[src/rtl/router_sync_multi.sv]
// Synchroniser between the router FSM, the register block and NUM_CH output FIFOs:
// address latch and decode, full-flag mux, per-channel valid and read-timeout soft reset.
module router_sync_multi #(
  parameter int NUM_CH  = 3,
  parameter int ADDR_W  = 2,
  parameter int TIMEOUT = 30,
  parameter int CNT_W   = 5
) (
  input  logic              clock,
  input  logic              resetn,
  input  logic              detect_add,
  input  logic [ADDR_W-1:0] data_in,
  input  logic              write_enb_reg,
  input  logic [NUM_CH-1:0] read_enb,
  input  logic [NUM_CH-1:0] empty,
  input  logic [NUM_CH-1:0] full,
  input  logic              status_clr,
  output logic [NUM_CH-1:0] write_enb,
  output logic              fifo_full,
  output logic              addr_err,
  output logic [NUM_CH-1:0] vld_out,
  output logic [NUM_CH-1:0] soft_reset,
  output logic [NUM_CH-1:0] timeout_flag
);

  localparam logic [CNT_W-1:0] LP_CNT_LAST = CNT_W'(TIMEOUT - 1);

  logic [ADDR_W-1:0] r_addr;
  logic [CNT_W-1:0]  r_cnt [NUM_CH];
  logic [NUM_CH-1:0] r_soft_reset;
  logic [NUM_CH-1:0] r_timeout_flag;

  logic [NUM_CH-1:0] w_sel;
  logic [NUM_CH-1:0] w_starved;
  logic [NUM_CH-1:0] w_expire;

  // Write handshake: a FIFO write happens in a cycle where write_enb_reg (valid) is high
  // and the addressed channel exists; the FSM samples fifo_full as its ready (inverted).
  always_comb begin
    w_sel = '0;
    for (int i = 0; i < NUM_CH; i++) begin
      w_sel[i] = (r_addr == ADDR_W'(i));
    end
  end

  // An out-of-range address matches no channel, so it selects nothing and reads no full flag.
  assign addr_err  = ~|w_sel;
  assign write_enb = write_enb_reg ? w_sel : '0;
  assign fifo_full = |(w_sel & full);
  assign vld_out   = ~empty;

  always_comb begin
    w_starved = '0;
    w_expire  = '0;
    for (int i = 0; i < NUM_CH; i++) begin
      w_starved[i] = vld_out[i] & ~read_enb[i];
      w_expire[i]  = w_starved[i] & (r_cnt[i] == LP_CNT_LAST);
    end
  end

  always_ff @(posedge clock) begin
    if (!resetn) begin
      r_addr <= '0;
    end else if (detect_add) begin
      r_addr <= data_in;
    end
  end

  always_ff @(posedge clock) begin
    if (!resetn) begin
      for (int i = 0; i < NUM_CH; i++) begin
        r_cnt[i] <= '0;
      end
      r_soft_reset <= '0;
    end else begin
      for (int i = 0; i < NUM_CH; i++) begin
        if (!w_starved[i] || w_expire[i]) begin
          r_cnt[i] <= '0;
        end else begin
          r_cnt[i] <= r_cnt[i] + 1'b1;
        end
      end
      r_soft_reset <= w_expire;
    end
  end

  // A timeout on the same edge as status_clr leaves its flag set.
  always_ff @(posedge clock) begin
    if (!resetn) begin
      r_timeout_flag <= '0;
    end else if (status_clr) begin
      r_timeout_flag <= w_expire;
    end else begin
      r_timeout_flag <= r_timeout_flag | w_expire;
    end
  end

  assign soft_reset   = r_soft_reset;
  assign timeout_flag = r_timeout_flag;

endmodule

[config.mk]
export PLATFORM = sky130hd
export DESIGN_NAME = router_sync_multi
export DESIGN_NICKNAME = d
export VERILOG_FILES = /design/src/rtl/router_sync_multi.sv
export SDC_FILE = /design/constraint.sdc
export NUM_CORES = 1
export LEC_CHECK = 0
export CORE_ASPECT_RATIO = 1.1
export CORE_UTILIZATION = 45
export CTS_BUF_LIST = sky130_fd_sc_hd__clkbuf_8 sky130_fd_sc_hd__clkbuf_16
export DETAILED_ROUTE_END_ITERATION = 8
export PLACE_DENSITY = 0.83
export SLEW_MARGIN = 30
export SYNTH_ARGS = -nofsm -noshare
export SYNTH_HDL_FRONTEND = slang
export SYNTH_SLANG_ARGS = --single-unit
[constraint.sdc]
create_clock -name clock -period 2.75 [get_ports clock]
set_input_delay 0.4125 -clock clock [delete_from_list [all_inputs] [get_ports clock]]
set_output_delay 0.4125 -clock clock [all_outputs]
set_load 0.005 [all_outputs]
Yosys cells after proc, flatten, opt, wreduce, memory -nomap -nowiden
Memories as Yosys holds them, arrays and structs flattened.
Cells that the tools add are included.
{"block": "word_totals", "ff_bits": 8, "latch_bits": 0, "mem_bits_rw": 15, "mem_bits_ro": 0, "input_bits": 16, "output_inout_bits": 14, "word_cells": 67, "n_memories": 1}
{"block": "op_classes", "addsub": 3, "multipliers": 0, "div_mod_pow": 0, "order_cmp": 0, "eq_ne": 5, "shifts": 0, "mux": 27, "bitwise": 18, "n_reduce_logical": 10}
{"name": "r_cnt", "words": 3, "width": 5, "read_ports": 3, "rd_ports_with_merged_regs": 0, "write_ports": 3, "line_no": "29", "source": "logic [CNT_W-1:0] r_cnt [NUM_CH];"}
{"op": "$mux W5", "count": 6}
{"op": "$mux W1", "count": 19}
{"op": "$add A5 B1 Y5 const B", "count": 3}
{"op": "$eq A5 B5 Y1 const B", "count": 3}
{"op": "$and A1 B1 Y1", "count": 6}
{"op": "$mux W3", "count": 2}
{"op": "$or A1 B1 Y1", "count": 6}
{"op": "$reduce_or A3 Y1", "count": 2}
{"op": "$logic_not A1 Y1", "count": 4}
{"op": "$and A3 B3 Y3", "count": 1}
{"op": "$logic_or A1 B1 Y1", "count": 3}
{"op": "$not A1 Y1", "count": 3}
{"op": "$not A3 Y3", "count": 1}
{"op": "$or A3 B3 Y3", "count": 1}
{"op": "$eq A2 B1 Y1 const B", "count": 1}
{"op": "$eq A2 B2 Y1 const B", "count": 1}
{"op": "$logic_not A2 Y1", "count": 1}

Depth between registers and ports, before layout
Gate-level depths: netlist of run 1.
{"block": "logic_depth", "word_depth": 9, "ltp_mapped": 5, "mapped_depth_nobuf": 5}

Least setup slack after synthesis of run 1
No wires, ideal clock.
{"block": "synth_timing", "path_type": "register to register", "start": "mem r_cnt[0][1]", "end": "mem r_cnt[0][2], data pin", "setup_ps": 258, "arrival_ps": 921, "required_ps": 2492, "path_slack_ps": 1571, "path_stages_with_launch": 6, "n_path_buf": 0, "period_less_slack_ps": 1179, "cell_sequence": "edfxtp_1 inv_1 ha_1 nand4_2 nand3_1 nor2_1"}
{"element": "start: declaration", "line_no": "29"}

Worst setup path in the final report of run 1
{"block": "layout_timing", "start": "in full[1]", "end": "out fifo_full"}
{"block": "layout_via", "elab_chain_cells": 2}
{"element": "start: declaration", "line_no": "16", "source": "input logic [NUM_CH-1:0] full,"}
{"element": "$and A3 B3 Y3", "line_no": "49", "source": "assign fifo_full = |(w_sel & full);"}
{"element": "$reduce_or A3 Y1", "line_no": "49"}
{"element": "end: declaration", "line_no": "19", "source": "output logic fifo_full,"}
Every way passes these cells.

==> results of run 1 <==
## area by class of cell
class,instances,area (sq um)
multi-input cells,79,510
inverters,6,22.5
flip-flops and latches,23,611
well taps,30,37.5
repair buffers,29,290
clock buffers,3,41.3
fillers,176,758
clock inverters,1,3.75
## power by group through the flow
stage                     Clock [mW]  Sequential, mW  Combinational (mW)
final                          0.199           0.394              0.0743
after global routing           0.216           0.397              0.0827
after CTS                      0.205           0.394              0.0746
after detailed placement           0           0.402              0.0740
after global placement             0           0.401              0.0718
after floorplan                    0           0.399              0.0313
## worst max-delay path, stage by stage
cell	delay (ns)
clkdlybuf4s50_1	0.47
mux2i_1	0.07
o21ai_0	0.18
clkdlybuf4s50_1	0.54
## synth_stat cells
| cell type | n |
|---|---|
| nor4b_2 | 1 |
| and2b_1 | 1 |
| and3b_1 | 1 |
| xor2_1 | 6 |
| nand4_2 | 1 |
| mux2i_1 | 3 |
| and2_1 | 1 |
| ha_1 | 6 |
| nand3_1 | 8 |
| xnor2_1 | 3 |
| nand2_1 | 2 |
| nor2b_1 | 3 |
| nor3b_1 | 2 |
| dfxtp_1 | 8 |
| conb_1 | 1 |
| o21ai_0 | 1 |
| nand3b_1 | 1 |
| edfxtp_1 | 15 |
| nor4b_4 | 1 |
| nor2_1 | 18 |
| nand4_1 | 2 |
| a21o_1 | 3 |
| inv_1 | 6 |
## worst paths after layout
kind | start | depth (start not counted) | slack [ns] | endpoint
max | full[1] | 4 | 0.67 | fifo_full
min | timeout_flag[1] | 1 | 0.46 | timeout_flag[1]
max reg2reg | r_cnt[0][1] | 5 | 1.42 | r_cnt[0][4]
min reg2reg | timeout_flag[1] | 1 | 0.46 | timeout_flag[1]
## metal layers
metal	track usage [%]	up-vias
met3	5.37	4
met2	29.9	28
met5	0	-
met1	17.8	348
met4	8.82	0
li1	-	404
## kinds of logic after synthesis
logic type      share of synthesized area (%)
compound gates                           2.52
xor+xnor                                 7.23
fa+ha+maj                                6.88
buf+inv                                  2.06
flops                                    56.0
mux                                      2.75
other cells                             0.344
simple gates                             22.2
## state kept, by name (all words and copies together), names as in the netlist
register and cells:
r_addr 2, r_cnt 15, soft_reset 3, timeout_flag 3
## through the flow
| stage | util [%] | setup slack (ns) | cell area [sq um] |
|---|---|---|---|
| floorplan | - | 1.57 | 1140 |
| global placement | 64.7 | 0.758 | 1470 |
| detailed placement | 64.7 | 0.653 | 1470 |
| CTS | 66.7 | 0.649 | 1520 |
| global route | 66.7 | 0.603 | 1520 |
| finish | 66.7 | 0.671 | 1520 |
==> reports/metrics.yaml, run 1 <==
status:
  outcome: "finished clean"
worst_setup_path:
  crit_fanout: 1
  crit_type: "input pin to output port"
  cp_data_arrival_time_ns: 1.67
  crit_path_end_kind: "output port"
  cp_data_required_time_ns: 2.34
  startpoint_type: "input pin"
drt:
  viasPerCell: 4.58
  detail_route.first_pass.iterations: 4
  met2_length_um: 986
  drt-total-wl_um: 1920
  drc: 0
  drt-met1-wl_um: 773
  wl_per_cell_um: 11.2
  wl_met3_um: 121
  dr_total_vias: 784
  top_layer: "met4"
  first_iter_violations: 3
  drtAntennaViolNets: 0
synth:
  synth_top_area_cell: "edfxtp_1"
  synth_cell_types: 23
  synthTopCellsByArea: "edfxtp_1 41%, dfxtp_1 15%, ha_1 6.9%, nor2_1 6.2%, xor2_1 4.8%"
  ys.warnings.count: 0
  syn-cell-area_sq_um: 1090
  synth_top_area_share_pct: 41.3
  syn_inst: 94
  synth.avg_cell_area_sq_um: 11.6
  ys_seq_area_share_pct: 56.0
  ys_ff_latch: 23
final_layout:
  layout_common_cells: "29 x clkdlybuf4s50_1, 18 x nor2_1, 15 x edfxtp_1, 15 x conb_1"
  finalNonFillerCells: 171
  layout-drive-gt1-share_pct: 4.26
  antennaDiodeCount: 0
  syn2layout_area_growth_pct: 39.0
  final_common_cell: "clkdlybuf4s50_1"
  fin_nets: 164
sta:
  hold_ws_ns: 0.456
  finClkSkew_ns: 0.00190
  fin_crit_ns: 2.08
  finalHoldViolations: 0
  maxSlewViolCount: 0
  post-route-period-util_pct: 75.6
  max_clock_freq_mhz: 481
  setup_tns_ns: 0
  rsz0062_at_grt: "false"
  setup_violations: 0
pwr:
  clockPowerShare_pct: 29.8
  combinationalPowerShare_pct: 11.1
  leakagePower_nw: 0.634
  power.total_mw: 0.668
  ir_worst_vdd_uv: 318
  p_int_mw: 0.526
  p_switching_mw: 0.141
  seqPwrFrac_pct: 59.1
  power.density_nw_per_um2: 440
  swShare_pct: 21.2
clock_network:
  clock-sinks: 23
  cts_tree: "done"
  clkTransAtPathRegs_ns: 0.08
  post_cts_resized: 0
  worstSkewPairLatency_ns: 0.26
  root_buffer: "clkbuf_8"
  htreeDepth: 1
  cts_buffers: 3
  ctsHoldBuffers: 0
  cts_setup_buffers: 0
  clockBufferDepth: 2
place:
  post-dp-hpwl_um: 1580
  dp.cells: 167
  place_congestion: 0.762
  place.port_buffers: 29
floorplan:
  dieWidth_um: 49.0
  die-area_sq_um: 2630
  initial_core_util_pct: 48.0
  die_h_um: 53.6
  pin_count: 30
  core_region_area_sq_um: 2270
  rows: 18
global_route:
  first_global_vias: 726
  antenna_found_initial: 0
  grtUsageTotal_pct: 16.6
  grt_pass1_wl_um: 3180
  grt_overflow_total: 0
  grt_start_max_net_pins: 13
worst_hold_path:
  hold_class: "flop to flop"
job:
  cap_violations: 0
Note: power is estimated with default switching activity, not from simulation.
==> inputs of run 2 (changes only) <==
- CORE_UTILIZATION: 45 -> 42
- PLACE_DENSITY: 0.83 -> 0.81
- clock period: 2.75 -> 1.7 ns (I/O delays scaled with it)
==> reports/metrics.yaml, run 2 (synthesized netlist as in run 1, its figures left out) <==
status:
  outcome: "finished clean"  # unchanged
drt:
  dr_total_vias: 805  # was 784
  viasPerCell: 4.63  # was 4.58
  wl_per_cell_um: 11.0  # was 11.2 um
  drt-total-wl_um: 1910  # was 1920 um
  drtAntennaViolNets: 0  # unchanged
  detail_route.first_pass.iterations: 2  # was 4
  first_iter_violations: 10  # was 3
  drc: 0  # unchanged
worst_setup_path:
  crit_path_start: "r_addr[1]"  # was full[1]
  crit_path_end_kind: "output port"  # unchanged
  slowest_stage: "clkdlybuf4s50_1"  # unchanged
  r2r_start: "r_cnt[0][1]"  # unchanged
  worstPathCellList: "and2_1 -> clkdlybuf4s50_1"  # was clkdlybuf4s50_1 -> mux2i_1 -> o21ai_0 -> clkdlybuf4s50_1
  cp_slowest_stage_delay_ns: 0.49  # was 0.54 ns
  cp_data_required_time_ns: 1.44  # was 2.34 ns
  crit_fanout: 7  # was 1
  startpoint_type: "flop"  # was input pin
  crit_type: "flop to output port"  # was input pin to output port
  cp_data_arrival_time_ns: 1.33  # was 1.67 ns
global_route:
  grt_start_max_net_pins: 14  # was 13
  grt_pass1_wl_um: 3390  # was 3180 um
  grt_overflow_total: 0  # unchanged
  first_global_vias: 815  # was 726
  antenna_found_initial: 0  # unchanged
  grtUsageTotal_pct: 16.4  # was 16.6%
sta:
  setup_violations: 0  # unchanged
  finalHoldViolations: 0  # unchanged
  rsz0062_at_grt: "false"  # unchanged
  finClkSkew_ns: 0.00690  # was 0.00190 ns
  max_clock_freq_mhz: 633
  fin_crit_ns: 1.58
  post-route-period-util_pct: 93.0
  maxSlewViolCount: 0  # unchanged
floorplan:
  initial_core_util_pct: 44.1  # was 48.0%
  dieWidth_um: 50.6  # was 49.0 um
  die_h_um: 55.5  # was 53.6 um
  die-area_sq_um: 2810  # was 2630 sq um
  pin_count: 30  # unchanged
  core_region_area_sq_um: 2470  # was 2270 sq um
  rows: 19  # was 18
final_layout:
  fin_nets: 166  # was 164
  final_common_cell: "clkdlybuf4s50_1"  # unchanged
  largest_register: "r_cnt"  # unchanged
  antennaDiodeCount: 0  # unchanged
  fin_area_sq_um: 1540  # was 1520 sq um
  post-route-util_pct: 62.2  # was 66.7%
  syn2layout_area_growth_pct: 40.9  # was 39.0%
  finalNonFillerCells: 174  # was 171
  largest_reg_flops: 15  # unchanged
  layout-drive-gt1-share_pct: 6.99  # was 4.26%
  layout_common_cells: "25 x clkdlybuf4s50_1, 18 x nor2_1, 15 x edfxtp_1, 15 x conb_1, 8 x nand3_1"  # was 29 x clkdlybuf4s50_1, 18 x nor2_1, 15 x edfxtp_1, 15 x conb_1
clock_network:
  ctsHoldBuffers: 0  # unchanged
  cts_setup_buffers: 0  # unchanged
  clkTransAtPathRegs_ns: 0.08  # about the same
  cts_buffers: 3  # unchanged
  clockBufferDepth: 2  # unchanged
  clock-sinks: 23  # unchanged
  root_buffer: "clkbuf_8"  # unchanged
  htreeDepth: 1  # unchanged
  worstSkewPairLatency_ns: 0.26  # about the same
  cts_tree: "done"  # unchanged
place:
  place_area_sq_um: 1490  # was 1470 sq um
  post-dp-hpwl_um: 1560  # was 1580 um
  dp.cells: 170  # was 167
  place.port_buffers: 29  # unchanged
  place_congestion: 0.783  # was 0.762
worst_hold_path:
  holdCritStartpoint: "timeout_flag[2]"  # was timeout_flag[1]
  hold_class: "flop to flop"  # unchanged
job:
  cap_violations: 0  # unchanged
pwr:
  ir_worst_vdd_uv: 381  # was 318 uV
  leakagePower_nw: 0.682  # was 0.634 nW
  power.density_nw_per_um2: 710  # was 440 nW/um^2
  power.total_mw: 1.09  # was 0.668 mW
[run 2: cell types whose count changed in the layout (fill, tap and decap cells not counted)]
| cell | delta |
|---|---|
| clkdlybuf4s50_1 | -4 |
| dlymetal6s2s_1 | +2 |
| buf_4 | +2 |
| inv_1 | -1 |
| o21ai_1 | +1 |
| clkinv_2 | +1 |
| dfxtp_2 | +1 |
| dfxtp_1 | -1 |
| o21ai_0 | -1 |
| dlygate4sd2_1 | +2 |
[run 2: path summary, 6_finish.rpt]
kind	to	slack (ns)	depth (start not counted)
worst max-delay path	addr_err	0.12	2
worst min-delay path	timeout_flag[2]	0.46	1
worst max register to register	r_cnt[0][4]	0.39	5
worst min register to register	timeout_flag[2]	0.46	1
[run 2: per-layer routing]
| metal | global-route usage (%) | part of all wire, % |
|---|---|---|
| met3 | 3.58 | 6.6 |
| met5 | 0 | 0 |
| met1 | 19.6 | 45 |
| met4 | 8.33 | 1.7 |
| met2 | 27.4 | 46 |
[run 2: per-stage QoR]
| stage | setup slack (ns) | setup TNS [ns] | hold WS (ns) |
|---|---|---|---|
| floorplan | 0.521 | 0 | 0.329 |
| global placement | 0.0110 | 0 | 0.433 |
| detailed placement | -0.0683 | -0.0683 | 0.446 |
| CTS | 0.0512 | 0 | 0.466 |
| global route | 0.0415 | 0 | 0.481 |
| finish | 0.119 | 0 | 0.462 |
[run 2: what timing repair did]
| action | in CTS | in global routing |
|---|---|---|
| pin swaps | 0 | 0 |
| resized for setup | 4 | 2 |
| endpoints found under the setup margin | 2 | 2 |
[run 2: where the power goes]
part / switching, mW / total [mW] / internal, mW
Combinational: 0.0473 / 0.121 / 0.0734
Sequential: 0.0211 / 0.638 / 0.617
Clock: 0.169 / 0.333 / 0.163
Total: 0.238 / 1.09 / 0.854
[run 2: layout make-up]
type,instances,area (sq um)
Clock inverter,1,5.00
Inverter,6,22.5
Timing Repair Buffer,31,308
Tap cell,31,38.8
Sequential cell,23,612
Clock buffer,3,41.3
Multi-Input combinational cell,79,510
Fill cell,213,935
[run 2: worst max-delay path: cells and delay by family, from the launching register on]
family / cells / cell delay (ns)
flip-flops: 1 / 0.42
buffers and inverters: 1 / 0.49
AND/OR/NAND/NOR: 1 / 0.16
